### config.mk
export PLATFORM = sky130hd
export DESIGN_NAME = imem_loader
export DESIGN_NICKNAME = d
export VERILOG_FILES = /design/src/rtl/imem_loader.sv
export SDC_FILE = /design/constraint.sdc
export NUM_CORES = 1
export LEC_CHECK = 0
export ABC_AREA = 1
export BUFFER_PORTS_ARGS = -buffer_cell sky130_fd_sc_hd__buf_2
export CORE_ASPECT_RATIO = 1.5
export CORE_MARGIN = 3
export CORE_UTILIZATION = 60
export CTS_CLUSTER_DIAMETER = 80
export CTS_CLUSTER_SIZE = 20
export DETAILED_ROUTE_END_ITERATION = 10
export PLACE_DENSITY = 0.82
export SLEW_MARGIN = 15
export SYNTH_ARGS = -nofsm -noshare
export SYNTH_HDL_FRONTEND = slang
export SYNTH_SLANG_ARGS = --single-unit
### constraint.sdc
create_clock -name clka -period 13 [get_ports clka]
set_clock_uncertainty 0.1 [all_clocks]
set_input_delay 3.9 -clock clka [delete_from_list [all_inputs] [get_ports clka]]
set_output_delay 3.9 -clock clka [all_outputs]
set_load 0.02 [all_outputs]
### src/rtl/imem_loader.sv
// Boot-time instruction-memory loader: receives a framed byte stream, writes
// big-endian words to consecutive addresses and holds the CPU in reset until done.
module imem_loader #(
  parameter logic [31:0] ADDR_BASE = 32'd0,
  parameter int          MAX_WORDS = 256
) (
  input  logic        clka,
  input  logic        reset,
  input  logic        in_valid,
  input  logic [7:0]  in_data,
  output logic        in_ready,
  output logic        im_we,
  output logic [31:0] im_addr,
  output logic [31:0] im_wdata,
  output logic        cpu_reset,
  output logic        done,
  output logic        err,
  output logic [15:0] words_loaded
);

  typedef enum logic [2:0] {
    IDLE,
    HDR_HI,
    HDR_LO,
    DATA,
    CSUM,
    DONE,
    ERR
  } state_t;

  localparam logic [31:0] MAX_W = 32'(MAX_WORDS);

  state_t      state;
  state_t      state_next;
  logic [7:0]  n_hi;
  logic [15:0] n_words;
  logic [15:0] word_idx;
  logic [23:0] word_sr;
  logic [1:0]  byte_idx;
  logic [7:0]  csum;
  logic [31:0] next_addr;
  logic [15:0] hdr_n;
  logic        xfer;
  logic        last_byte_of_word;
  logic        last_word;

  // Handshake and status outputs are pure decodes of the state register.
  assign in_ready  = (state == HDR_HI) || (state == HDR_LO) ||
                     (state == DATA)   || (state == CSUM);
  assign cpu_reset = (state != DONE);
  assign done      = (state == DONE);
  assign err       = (state == ERR);

  assign xfer              = in_valid && in_ready;
  assign hdr_n             = {n_hi, in_data};
  assign last_byte_of_word = (byte_idx == 2'd3);
  assign last_word         = (word_idx == n_words - 16'd1);

  always_ff @(posedge clka or posedge reset) begin
    if (reset) begin
      state <= IDLE;
    end else begin
      state <= state_next;
    end
  end

  always_comb begin
    state_next = state;
    case (state)
      IDLE:   state_next = HDR_HI;
      HDR_HI: if (xfer) state_next = HDR_LO;
      HDR_LO: begin
        if (xfer) begin
          if ({16'd0, hdr_n} > MAX_W) begin
            state_next = ERR;
          end else if (hdr_n == 16'd0) begin
            state_next = CSUM;
          end else begin
            state_next = DATA;
          end
        end
      end
      DATA: begin
        if (xfer && last_byte_of_word && last_word) begin
          state_next = CSUM;
        end
      end
      CSUM: begin
        if (xfer) begin
          state_next = (in_data == csum) ? DONE : ERR;
        end
      end
      DONE:    state_next = DONE;
      ERR:     state_next = ERR;
      default: state_next = IDLE;
    endcase
  end

  // Datapath: header latch, word assembly, checksum and the registered write port.
  always_ff @(posedge clka or posedge reset) begin
    if (reset) begin
      n_hi         <= 8'd0;
      n_words      <= 16'd0;
      word_idx     <= 16'd0;
      word_sr      <= 24'd0;
      byte_idx     <= 2'd0;
      csum         <= 8'd0;
      next_addr    <= ADDR_BASE;
      im_we        <= 1'b0;
      im_addr      <= ADDR_BASE;
      im_wdata     <= 32'd0;
      words_loaded <= 16'd0;
    end else begin
      im_we <= 1'b0;
      if (im_we) begin
        words_loaded <= words_loaded + 16'd1;
      end
      case (state)
        HDR_HI: begin
          if (xfer) begin
            n_hi <= in_data;
          end
        end
        HDR_LO: begin
          if (xfer) begin
            n_words <= hdr_n;
          end
        end
        DATA: begin
          if (xfer) begin
            word_sr  <= {word_sr[15:0], in_data};
            csum     <= csum ^ in_data;
            byte_idx <= byte_idx + 2'd1;
            if (last_byte_of_word) begin
              im_we     <= 1'b1;
              im_addr   <= next_addr;
              im_wdata  <= {word_sr, in_data};
              next_addr <= next_addr + 32'd4;
              word_idx  <= word_idx + 16'd1;
            end
          end
        end
        default: ;
      endcase
    end
  end

endmodule

Word level (Yosys, flattened, before mapping) --
Index checks and enable logic that the tools add are counted.
Storage, ports and cells: flip-flop bits (word level) 190
Operators by class: add/sub/neg operators 5, mux-type cells 11, bitwise gates (word level) 1, magnitude comparators 1, reduce and logical (&&, ||, !) cells 13, eq/ne operators 14
Operator list (count):
- $add 16x1->16 const B | 2
- $add 32x3->32 const B | 1
- $pmux 3 s7 | 1
- $mux 3 | 6
- $eq 16x16->1 | 1
- $gt 16x9->1 const B | 1
- $logic_not 16->1 | 1
- $sub 16x1->16 const B | 1
- $eq 3x3->1 const B | 3
- $eq 8x8->1 | 1
- $xor 8x8->8 | 1
- $eq 3x2->1 const B | 2
- $ne 2x2->1 const B | 3
- $reduce_and 2->1 | 3
- $reduce_and 4->1 | 1
- $eq 3x1->1 const B | 1
- $logic_and 1x1->1 | 3
- $logic_not 3->1 | 1
- $logic_or 1x1->1 | 3
- $mux 1 | 3
- $ne 3x3->1 const B | 1
- $reduce_and 3->1 | 1
- $add 2x1->2 const B | 1
- $eq 2x2->1 const B | 1
- 2 further kinds | 2

Logic depth before layout (Yosys ltp) --
depth in word-level cells 9, depth in mapped cells 16, depth with buffers taken out 16

Least setup slack after synthesis --
Ideal clock, no wire load.
path type input -> register, start point input port in_valid, end point register state[0], data required time 12.782 ns, setup time 0.118 ns, data arrival time 4.742 ns, cell stages on the path 13, slack 8.040 ns, path through nand2_1 > nor2_1 > nand3_1 > nor2_1 > nand2_1 > nor2_1 > nand2_1 > nor2_1 > nand3_1 > nand2_1 > nand2_1 > nand2_1 > nand2_1
On the way: word-level cells in the longest chain between the ends 5
Ends and longest elaborated chain:
- from (decl) | RTL line 9 | input logic in_valid,
- $logic_and 1x1->1 * | RTL line 54 | assign xfer = in_valid && in_ready;
- $logic_and 1x1->1 (2 in a row) | RTL line 84 | if (xfer && last_byte_of_word && last_word) begin
- $ne 2x1->1 (no line)
- $reduce_and 4->1 (no line) *
- to (signal assigned) | RTL line 63 | state <= state_next;
- to (decl) | RTL line 33 | state_t state;
Mark *: on every way between the ends. The rest lies on a longest branch, timed or not. A chain may end at the register's enable or synchronous reset.

Final worst setup path --
start point register state[1], end point output port err
On the way: word-level cells in the longest chain between the ends 1
Ends and longest elaborated chain:
- $eq 3x3->1 | RTL line 52 | assign err = (state == ERR);
- to (decl) | RTL line 17 | output logic err,
No other way between the ends.

==> metrics.cfg <==
[drt]
drtPass1Iterations=5
drt_first_iter_violations=458
vias_per_cell=5.38
ant_nets=0
wire_per_inst_um=14.6
drc=0
routed_wirelength_um=17900
vias=6570

[cells_and_area]
drive_above_1_share=0.151
num-nets-final=1063
syn2layout_area_growth_pct=13.8
design_area_um2=9640
mostFrequentLayoutCell=nand2_1
most-common-layout-cells=nand2_1 (280), dfrtp_1 (186), inv_1 (105), o21ai_0 (105), buf_2 (93)
diodes=0

[setup_path]
regToRegSetupSlack_ps=10640
required_ps=9000
cp_data_arrival_time_ps=1530
worstSetupPathType=reg -> out
startpoint_type=flip-flop
critPathMaxFanout=5
endpoint_kind=primary output

[outcome]
status=completed

[power]
ir_worst_vdd_mv=0.161
power.density_nw_per_um2=200
power.leakage_nw=5.16

[logic_synthesis]
ys_seq_area_frac=0.550
yosysTopAreaCell=dfrtp_1
yosysTopAreaCellShare=0.550
post_synth.cell_area_avg_um2=8.81
synth.area.top_cells=dfrtp_1 (55%), nand2_1 (12%), xor2_1 (6.6%)
syn_area_um2=8470
synth_warnings=0
yosysUniqueCellTypes=36
yosys_register_bits=186
netlist_instances=961

[global_routing]
antenna_found_initial=0
grt_usage=0.244
gr-total-overflow=0
grt_pass1_wl_um=29900
grt_max_degree=119
first_global_vias=6508

[die]
ios=96
core_area_um2=13700
dieArea_um2=15600
fp-row-count=52
start_util=0.620
fp.dieW_um=103
die_h_um=152

[placement]
place_hpwl_um=12000
port_buffers=93
post_dp_cell_area_um2=9040
place.gp.congestion=0.882

[clocking]
cts.path.max_buffers=2
clk_pin_slew_ps=70
clk_latency_ps=430
cts_root_buffer=clkbuf_16
hold_buffers=0
cts.htree.levels=4
cts_buffers=17
clkSinkCount=186
cts.repair.resized=0
postCtsSetupBuffers=0
cts_tree=yes

[sta]
timing.slew.headroom=0.274
finalSetupViolCount=0
setup_tns_ps=0
hold_viol=0
min_period_over_period=0.425
finalMaxSlewViolations=0
rsz0062_at_grt=no
min_period_ps=5530
fmax_mhz=181
tightestPinTransition_ps=1090

[hold_path]
hold_path_class=reg -> reg

[flow_run]
cap_violations=0

## layout make-up
type | instances | area [um^2]
fill | 1060 | 4020
clock buffer | 20 | 467
timing repair buffer | 96 | 488
sequential | 186 | 4650
multi-input combinational | 638 | 3280
clock inverter | 12 | 134
tap | 162 | 203
inverter | 108 | 415
## cell usage after synthesis (all sizes together)
cell type	count
nor4	10
xor2	64
nand3	36
o311ai	1
nor2	75
o21ai	106
inv	107
nand2	281
clkbuf	18
dfrtp	186
clkinv	1
mux2	9
and2	1
xnor2	15
nor3	9
nand3b	2
conb	1
or2	1
nand4	17
a21oi	3
ha	5
buf	12
a211oi	1
## power breakdown
| part | internal [mW] | switching [mW] |
|---|---|---|
| registers | 0.730 | 0.118 |
| clock network | 0.286 | 0.233 |
| logic | 0.200 | 0.359 |
| total | 1.21 | 0.710 |
## cells by family (layout without fill, tap and decap cells)
group,count (synthesis),after routing,share of synthesized area
flops,186,186,0.550
compound gates,111,111,0.0663
simple gates,432,432,0.218
other cells,1,2,0.000443
xor+xnor,79,79,0.0817
buf+inv,138,236,0.0644
fa+ha+maj,5,5,0.00739
mux,9,9,0.0120
## path summary, 6_finish.rpt
kind	start	endpoint	depth (start not counted)
max in group asynchronous	reset	next_addr[28]	3
setup reg to reg	n_words[0]	state[1]	13
hold / removal	im_addr[10]	im_addr[10]	2
min in group asynchronous	reset	im_addr[10]	2
hold reg to reg	im_addr[10]	im_addr[10]	2
setup / recovery	state[1]	err	5
## through the flow
stage          power, mW  hold WS, ps  cells  worst slack [ps]  utilization
2_1_floorplan       1.24          342    962              3940            -
3_3_place_gp        1.38          354   1190              7130        0.662
3_5_place_dp        1.41          355   1190              7110        0.662
4_1_cts             1.94          378   1222              7460        0.706
5_1_grt             2.06          404   1222              7320        0.706
6_report            1.92          373   1222              7470        0.706
## worst max-delay path: stages, from the launching register on
cell	delay (ps)
dfrtp_1	430
inv_2	70
nor2_1	130
inv_1	80
nor2_1	190
buf_2	210
## layer usage
metal  up-vias  GRT usage  part of all wire
met2       190      0.429              0.53
met4         0      0.110             0.034
met3        51     0.0385             0.037
li1       3202          -                 -
met5         -          0                 0
met1      3127      0.291              0.40
## registers in the layout (all words and copies together), names as in the netlist
signal,flops
byte_idx,2
csum,8
im_addr,30
im_wdata,32
im_we,1
n_hi,8
n_words,16
next_addr,30
state,3
word_idx,16
word_sr,24
words_loaded,16
No activity file was read; power rests on OpenSTA's default activity.
